<file path="src/rtl/seq_pkg.sv">
// rtl/seq_pkg.sv - shared types and constants for the note sequencer
package seq_pkg;

    localparam int NOTE_RST = 0;
    localparam int LEN_W    = 5;
    localparam int TEMPO_W  = 32;

    typedef enum logic [1:0] {
        ST_IDLE     = 2'd0,
        ST_WAIT_EVT = 2'd1,
        ST_PLAY     = 2'd2
    } seq_state_t;

    // A tempo of zero would never end a unit, so it is played as one cycle per unit.
    function automatic logic [TEMPO_W-1:0] tempo_fix(input logic [TEMPO_W-1:0] tempo);
        return (tempo == '0) ? TEMPO_W'(1) : tempo;
    endfunction

endpackage

</file>
<file path="src/rtl/seq_unit_timer.sv">
// rtl/seq_unit_timer.sv - per-note cycle/unit down-timer with end-of-note and gate-off windows
module seq_unit_timer
    import seq_pkg::*;
#(
    parameter logic [31:0] GAP_CYCLES = 32'd65536
) (
    input  logic               i_clk,
    input  logic               i_rst_n,
    input  logic               clear,
    input  logic               load,
    input  logic               run,
    input  logic [TEMPO_W-1:0] tempo,
    input  logic [LEN_W-1:0]   len,
    output logic               last_cycle,
    output logic               gap_window
);

    logic [TEMPO_W-1:0] cyc_cnt;
    logic [LEN_W-1:0]   unit_cnt;
    logic               unit_end;
    logic [TEMPO_W-1:0] cyc_left;

    assign unit_end = (cyc_cnt == (tempo - TEMPO_W'(1)));
    assign cyc_left = tempo - cyc_cnt;

    // Cycle counter walks 0..tempo-1 inside a unit; unit counter walks len..0 across the note.
    always_ff @(posedge i_clk or negedge i_rst_n) begin
        if (!i_rst_n) begin
            cyc_cnt  <= '0;
            unit_cnt <= '0;
        end else if (clear) begin
            cyc_cnt  <= '0;
            unit_cnt <= '0;
        end else if (load) begin
            cyc_cnt  <= '0;
            unit_cnt <= len;
        end else if (run) begin
            if (unit_end) begin
                cyc_cnt <= '0;
                if (unit_cnt != '0) begin
                    unit_cnt <= unit_cnt - LEN_W'(1);
                end
            end else begin
                cyc_cnt <= cyc_cnt + TEMPO_W'(1);
            end
        end
    end

    // Final cycle of the note, and the trailing min(GAP_CYCLES, tempo) cycles of the last unit.
    always_comb begin
        last_cycle = run && unit_end && (unit_cnt == '0);
        gap_window = run && (unit_cnt == '0) && (cyc_left <= GAP_CYCLES);
    end

endmodule

</file>
<file path="src/rtl/seq_event_ctrl.sv">
// rtl/seq_event_ctrl.sv - note event sequencer; SEQ_GAP_EN adds a gate-off gap at each note end
module seq_event_ctrl
    import seq_pkg::*;
#(
    parameter logic [31:0] GAP_CYCLES = 32'd65536,
    parameter int          NOTE_W     = 6
) (
    input  logic              i_clk,
    input  logic              i_rst_n,
    input  logic              i_start,
    input  logic              i_stop,
    input  logic [31:0]       i_tempo,
    input  logic              i_evt_valid,
    output logic              o_evt_ready,
    input  logic [NOTE_W-1:0] i_evt_note,
    input  logic [4:0]        i_evt_len,
    input  logic              i_evt_last,
    output logic [NOTE_W-1:0] o_note,
    output logic              o_note_strobe,
    output logic              o_gate,
    output logic              o_busy,
    output logic              o_done,
    output logic [7:0]        o_underrun_cnt
);

`ifdef SEQ_GAP_EN
    localparam bit GapOn = 1'b1;
`else
    localparam bit GapOn = 1'b0;
`endif

    seq_state_t         state;
    seq_state_t         next_state;
    logic [NOTE_W-1:0]  note_q;
    logic               last_q;
    logic [TEMPO_W-1:0] tempo_q;
    logic               strobe_q;
    logic [7:0]         under_q;
    logic               accept;
    logic               play;
    logic               last_cycle;
    logic               gap_window;
    logic               starve;

    assign play   = (state == ST_PLAY);
    assign accept = i_evt_valid && o_evt_ready;
    assign starve = play && last_cycle && !last_q && !accept && !i_stop;

    seq_unit_timer #(
        .GAP_CYCLES (GAP_CYCLES)
    ) u_timer (
        .i_clk      (i_clk),
        .i_rst_n    (i_rst_n),
        .clear      (i_stop),
        .load       (accept),
        .run        (play),
        .tempo      (tempo_q),
        .len        (i_evt_len),
        .last_cycle (last_cycle),
        .gap_window (gap_window)
    );

    // State register.
    always_ff @(posedge i_clk or negedge i_rst_n) begin
        if (!i_rst_n) begin
            state <= ST_IDLE;
        end else begin
            state <= next_state;
        end
    end

    // Next-state logic; stop overrides every other transition, including start.
    always_comb begin
        next_state = state;
        case (state)
            ST_IDLE: begin
                if (i_start) begin
                    next_state = ST_WAIT_EVT;
                end
            end
            ST_WAIT_EVT: begin
                if (accept) begin
                    next_state = ST_PLAY;
                end
            end
            ST_PLAY: begin
                if (last_cycle) begin
                    if (last_q) begin
                        next_state = ST_IDLE;
                    end else if (accept) begin
                        next_state = ST_PLAY;
                    end else begin
                        next_state = ST_WAIT_EVT;
                    end
                end
            end
            default: next_state = ST_IDLE;
        endcase
        if (i_stop) begin
            next_state = ST_IDLE;
        end
    end

    // Handshake, gate and completion outputs decoded from state and the timer.
    always_comb begin
        o_evt_ready = 1'b0;
        o_done      = 1'b0;
        o_gate      = 1'b0;
        o_busy      = (state != ST_IDLE);
        if (!i_stop) begin
            if (state == ST_WAIT_EVT) begin
                o_evt_ready = 1'b1;
            end else if (play && last_cycle && !last_q) begin
                o_evt_ready = 1'b1;
            end
            o_done = play && last_cycle && last_q;
        end
        o_gate = play && (note_q != NOTE_W'(NOTE_RST)) && !(GapOn && gap_window);
    end

    // Event latch, note strobe and saturating underrun counter.
    always_ff @(posedge i_clk or negedge i_rst_n) begin
        if (!i_rst_n) begin
            note_q   <= '0;
            last_q   <= 1'b0;
            tempo_q  <= TEMPO_W'(1);
            strobe_q <= 1'b0;
            under_q  <= '0;
        end else begin
            strobe_q <= accept;
            if (accept) begin
                note_q  <= i_evt_note;
                last_q  <= i_evt_last;
                tempo_q <= tempo_fix(i_tempo);
            end
            if ((state == ST_IDLE) && i_start && !i_stop) begin
                under_q <= '0;
            end else if (starve && (under_q != 8'hFF)) begin
                under_q <= under_q + 8'd1;
            end
        end
    end

    assign o_note         = note_q;
    assign o_note_strobe  = strobe_q;
    assign o_underrun_cnt = under_q;

endmodule

</file>
<file path="config.mk">
export PLATFORM = sky130hd
export DESIGN_NAME = seq_event_ctrl
export DESIGN_NICKNAME = d
export VERILOG_FILES = /design/src/rtl/seq_pkg.sv /design/src/rtl/seq_unit_timer.sv /design/src/rtl/seq_event_ctrl.sv
export SDC_FILE = /design/constraint.sdc
export NUM_CORES = 1
export LEC_CHECK = 0
export CAP_MARGIN = 15
export CORE_MARGIN = 2
export CORE_UTILIZATION = 40
export DETAILED_ROUTE_END_ITERATION = 12
export GPL_ROUTABILITY_DRIVEN = 0
export GPL_TIMING_DRIVEN = 1
export PLACE_DENSITY = 0.7
export SKIP_LAST_GASP = 1
export SLEW_MARGIN = 30
export SYNTH_ARGS = -nofsm -noshare
export SYNTH_HDL_FRONTEND = slang
export SYNTH_SLANG_ARGS = --single-unit
export TNS_END_PERCENT = 20
</file>
<file path="constraint.sdc">
create_clock -name i_clk -period 8.9 [get_ports i_clk]
set_input_delay 1.78 -clock i_clk [delete_from_list [all_inputs] [get_ports i_clk]]
set_output_delay 1.78 -clock i_clk [all_outputs]
set_load 0.02 [all_outputs]
</file>
Word-level counts from Yosys, hierarchy flattened
Cells that the tools add are included.
{"block": "totals", "register_bits": 87, "latch_bits": 0, "ram_bits": 0, "rom_bits": 0, "in_bits": 49, "output_inout_bits": 19, "elab_cells": 69, "memories": 0}
{"block": "classes", "n_addsub": 4, "n_mul": 0, "div_mod_pow": 0, "magnitude_cmp": 0, "eq_ne": 7, "shifts": 0, "muxes": 23, "n_bitwise": 0, "reduce_logical": 27}
{"operator": "32-bit 2-to-1 mux", "count": 5}
{"operator": "32-bit by 1-bit adder with 32-bit output, second input constant", "count": 1}
{"operator": "32-bit equality test", "count": 1}
{"operator": "32-bit zero test", "count": 1}
{"operator": "32-bit by 1-bit subtractor with 32-bit output, second input constant", "count": 1}
{"operator": "5-bit 2-to-1 mux", "count": 5}
{"operator": "8-bit 2-to-1 mux", "count": 2}
{"operator": "1-bit logical AND", "count": 12}
{"operator": "2-bit 2-to-1 mux", "count": 6}
{"operator": "3-bit nonzero test", "count": 3}
{"operator": "8-bit by 1-bit adder with 8-bit output, second input constant", "count": 1}
{"operator": "8-bit inequality test, second input constant", "count": 1}
{"operator": "3-bit inequality test, second input constant", "count": 2}
{"operator": "2-bit one-hot mux with 3 select lines", "count": 1}
{"operator": "3-bit AND reduction", "count": 2}
{"operator": "6-bit nonzero test", "count": 1}
{"operator": "5-bit zero test", "count": 1}
{"operator": "5-bit nonzero test", "count": 1}
{"operator": "5-bit by 1-bit subtractor with 5-bit output, second input constant", "count": 1}
{"operator": "1-bit 2-to-1 mux", "count": 4}
{"operator": "2-bit nonzero test", "count": 2}
{"operator": "1-bit zero test", "count": 3}
{"operator": "3-bit by 2-bit inequality test with 1-bit output, second input constant", "count": 1}
{"operator": "2-bit by 1-bit equality test with 1-bit output, second input constant", "count": 1}
{"operator": "2 further kinds", "count": 2}

Logic depth before layout (Yosys ltp)
{"block": "depth", "depth_word": 16, "depth_mapped": 15, "ltp_nobuf": 12}

By module
From an unflattened synthesis, not the netlist that was laid out.
{"block": "unflattened", "cells_unflattened": 919, "area_unflattened_um2": 7762.4}
{"mod": "seq_unit_timer", "n_inst": 1, "cells_per_inst": 754, "area_per_inst_um2": 5557.8, "seq_area_each_um2": 925.9}
{"mod": "seq_event_ctrl", "n_inst": 1, "cells_per_inst": 165, "area_per_inst_um2": 2204.6, "seq_area_each_um2": 1252.5}

Worst setup path after synthesis
Ideal clock, no wire load.
{"block": "synth_path", "path_type": "register to output", "start": "register tempo_q[0]", "end": "output o_done", "t_arrival_ns": 3.126, "path_slack_ns": 3.994, "stages_incl_launch_ff": 13, "path_buffers": 1, "path_cell_list": "dfstp_2 buf_2 inv_1 ha_1 nor3b_1 nand4_2 nor4_1 o21ai_1 nor4b_1 nand4_1 nor3_1 nand2b_1 nor2_1"}
{"block": "synth_between", "elab_chain_len": 7}
{"element": "from (decl)", "line_no": "seq_event_ctrl.sv:36", "rtl": "logic [TEMPO_W-1:0] tempo_q;"}
{"element": "from (signal assigned)", "line_no": "seq_event_ctrl.sv:134", "rtl": "tempo_q <= tempo_fix(i_tempo);"}
{"element": "32-bit by 1-bit subtractor with 32-bit output", "line_no": "seq_unit_timer.sv:23", "rtl": "assign unit_end = (cyc_cnt == (tempo - TEMPO_W'(1)));"}
{"element": "32-bit equality test", "line_no": "seq_unit_timer.sv:23"}
{"element": "1-bit logical AND (2 in a row)", "line_no": "seq_unit_timer.sv:51", "rtl": "last_cycle = run && unit_end && (unit_cnt == '0);"}
{"element": "1-bit logical AND (2 in a row)", "line_no": "seq_event_ctrl.sv:116", "rtl": "o_done = play && last_cycle && last_q;"}
{"element": "1-bit 2-to-1 mux", "line_no": "seq_event_ctrl.sv:110", "rtl": "if (!i_stop) begin"}
{"element": "to (decl)", "line_no": "seq_event_ctrl.sv:22", "rtl": "output logic o_done,"}
No other way between the ends.

Worst setup path in the final report
{"block": "layout_path", "start": "register tempo_q[1]", "end": "output o_done"}
Same word-level chain as after synthesis.

==> reports/metrics.yaml <==
cts_max_level: 3
max_clock_freq_mhz: 162
p_leak_nw: 2.57
synth-simple-area-share_pct: 23.5
grt_pass1_vias: 4483
synth-async-reset-ratio_pct: 100
r2r-end: "u_timer.unit_cnt[4]$_DFFE_PN0P_"
synthAdderAreaFrac_pct: 0.912
die_h_um: 121
fin_nets: 664
final-seq-area_um2: 2180
p_per_area_nw_per_um2: 205
endpoint: "o_done"
post_drt_wl_per_cell_um: 16.8
cts_buffers: 9
timing.final.crit_share_pct: 69.3
synth-edff-count: 0
crit_type: "reg2out"
final_util_pct: 49.2
postCtsSetupBuffers: 0
period_needed_ps: 6170
end_kind: "primary output"
crit_cells: 12
root_buffer: "clkbuf_16"
grt_max_degree: 88
ant_nets: 0
seq_area_frac_synth_pct: 39.7
num_vias: 4462
arrival_ps: 4390
finalPower_w: 0.00134
ys_types: 72
antenna_found_initial: 0
grt_usage_pct: 19.3
cp_data_required_time_ps: 7120
multiInputGateArea_um2: 3060
synth-main-ff-cell: "dfrtp_1"
rows: 42
holdCritPathClass: "reg2reg"
slew_headroom_pct: 47.7
rsz0062_at_grt: "false"
crit_chain: "inv_1 -> ha_1 -> nor3b_1 -> nand4_2 -> nor4_1 -> o21ai_1 -> nor4b_1 -> nand4_1 -> nor3_1 -> nand2b_1 -> nor2_1 -> clkdlybuf4s50_1"
synth-xor-area-share_pct: 11.0
status: "completed"
hold_viol_final: 0
fin_worst_skew_ps: 9.37
critPathMaxStageDelay_ps: 610
cp_max_fo: 10
synth_area_um2: 5490
grt_first_pass_wirelength_um: 22400
cts.clk_slew.worst_paths_ps: 60
diodes: 0
drt_iter0_drc: 291
startpoint: "tempo_q[1]$_DFFE_PN0P_"
ys_seq_elements: 87
r2r_slack_ps: 4060
drv_cap: 0
cts_resized: 0
start_util_pct: 41.3
setup_tns_ps: 0
io_pins: 68
fill_cells: 1244
synth_nets: 609
synth_top_family_by_area: "simple AND/OR/NAND/NOR gates"
cp_slowest_cell: "clkdlybuf4s50_1"
coreArea_um2: 13300
synthCells: 556
cts_tree: "done"
overflow: 0
worst_pin_slew_ps: 785
synth-compound-area-share_pct: 10.3
reg2reg_from: "tempo_q[1]$_DFFE_PN0P_"
rr_worst_depth: 13
drt_wl_total_um: 13300
dr.pass1.iters: 4
yosys_warnings: 0
dieArea_um2: 14700
clk_latency_ps: 360
cp_top_family: "simple AND/OR/NAND/NOR gates"
drc: 0
maxSlewViolCount: 0
start_kind: "register"
cp_num_buf_inv: 2
ir_drop_v: 0.000100
die_x_um: 121
hold_buffers: 0
synth_area_per_cell_um2: 9.87
viasPerCell: 5.63
clock_tree.buffer_depth: 2
synthMuxAreaShare_pct: 9.95
setup_viol: 0
cts.sinks: 87
syn2layout_area_growth_pct: 19.3
drive_gt1_share_pct: 10.6
dp_hpwl_um: 9670
io_buffers: 67
[cells in the mapped netlist, drive strengths merged (7+ instances only)]
| cell | n | area (um^2) |
|---|---|---|
| nor4 | 24 | 178 |
| xnor2 | 42 | 368 |
| or4 | 8 | 63.8 |
| nor2 | 64 | 240 |
| buf | 16 | 158 |
| nand3 | 26 | 135 |
| or2 | 7 | 43.8 |
| xor2 | 27 | 236 |
| nand2 | 25 | 93.8 |
| or3 | 12 | 75.1 |
| o211ai | 7 | 52.6 |
| dfrtp | 86 | 2150 |
| o21ai | 21 | 105 |
| nor3 | 16 | 80.1 |
| nor2b | 7 | 43.8 |
| mux2 | 34 | 495 |
| inv | 18 | 67.6 |
| clkbuf | 8 | 30.0 |
| nand4 | 16 | 113 |
| a21oi | 14 | 70.1 |
[through the flow]
step	std cells	area (um^2)	hold WS [ps]	worst slack, ps
floorplan	556	5490	460	3990
global placement	776	6190	476	3260
detailed placement	776	6200	484	3100
CTS	792	6540	499	2720
global route	792	6540	523	2290
finish	792	6540	508	2730
[logic make-up after synthesis]
logic type / count (synthesis)
muxes: 39
xor gates and xnor gates: 69
DFF: 87
and+or+nand+nor: 233
AOI/OAI and AO/OA: 82
buffers and inverters: 42
adders and majority gates: 4
[final cells by class]
cell class	instances	area share [%]
multi-input combinational	427	46.7
sequential	87	33.3
timing repair buffer	68	10.4
clock buffer	13	3.82
tap	176	3.37
clock inverter	3	1.38
inverter	18	1.03
[sequential cells by signal, indices dropped and copies added (netlist names)]
register          flops
o_note_strobe         1
o_underrun_cnt        8
u_timer.cyc_cnt      32
u_timer.unit_cnt      5
state                 2
last_q                1
tempo_q              32
o_note                6
[worst min path at each step]
stage | start | cells after the start | slack [ps] | to
after floorplan | u_timer.unit_cnt[4]$_DFFE_PN0P_ | 1 | 460 | u_timer.unit_cnt[4]$_DFFE_PN0P_
after global placement | u_timer.unit_cnt[4]$_DFFE_PN0P_ | 1 | 480 | u_timer.unit_cnt[4]$_DFFE_PN0P_
after detailed placement | u_timer.unit_cnt[4]$_DFFE_PN0P_ | 1 | 480 | u_timer.unit_cnt[4]$_DFFE_PN0P_
after CTS | u_timer.unit_cnt[4]$_DFFE_PN0P_ | 1 | 500 | u_timer.unit_cnt[4]$_DFFE_PN0P_
after global routing | u_timer.unit_cnt[4]$_DFFE_PN0P_ | 1 | 520 | u_timer.unit_cnt[4]$_DFFE_PN0P_
final | u_timer.unit_cnt[4]$_DFFE_PN0P_ | 1 | 510 | u_timer.unit_cnt[4]$_DFFE_PN0P_
[metal layers]
metal	part of all wire, %	vias up	GRT usage [%]
met5	0	-	0
met4	1.6	0	5.60
met3	5.8	16	5.59
met2	47	107	30.4
met1	46	2214	25.8
li1	-	2125	-
[worst register-to-register path, cell delays in order (launching register included)]
cell and delay [ps]:
dfrtp_1 460, inv_1 110, ha_1 250, nor3b_1 480
nand4_2 340, nor4_1 450, o21ai_1 100, nor4b_1 280
nand4_1 220, nor4b_2 500, o211a_2 480, buf_4 630
o21ai_0 210, a32o_1 240
[placed cells by master (no fill, tap or decap), types with 16 or more instances in the layout]
cell type,synthesis,final
nor2_1,64,64
mux2_4,30,30
xnor2_1,42,42
clkdlybuf4s50_1,0,66
dfrtp_1,86,86
o21ai_0,20,20
nand2_1,25,25
xor2_1,27,27
nor4_1,21,21
inv_1,18,18
nand3_1,25,25
nor3_1,16,16
[power by group]
| part | switching (W) | internal [W] |
|---|---|---|
| logic | 0.000176 | 0.000189 |
| registers | 0.0000901 | 0.000451 |
| clock network | 0.000153 | 0.000282 |
No activity file was read; power rests on OpenSTA's default activity.
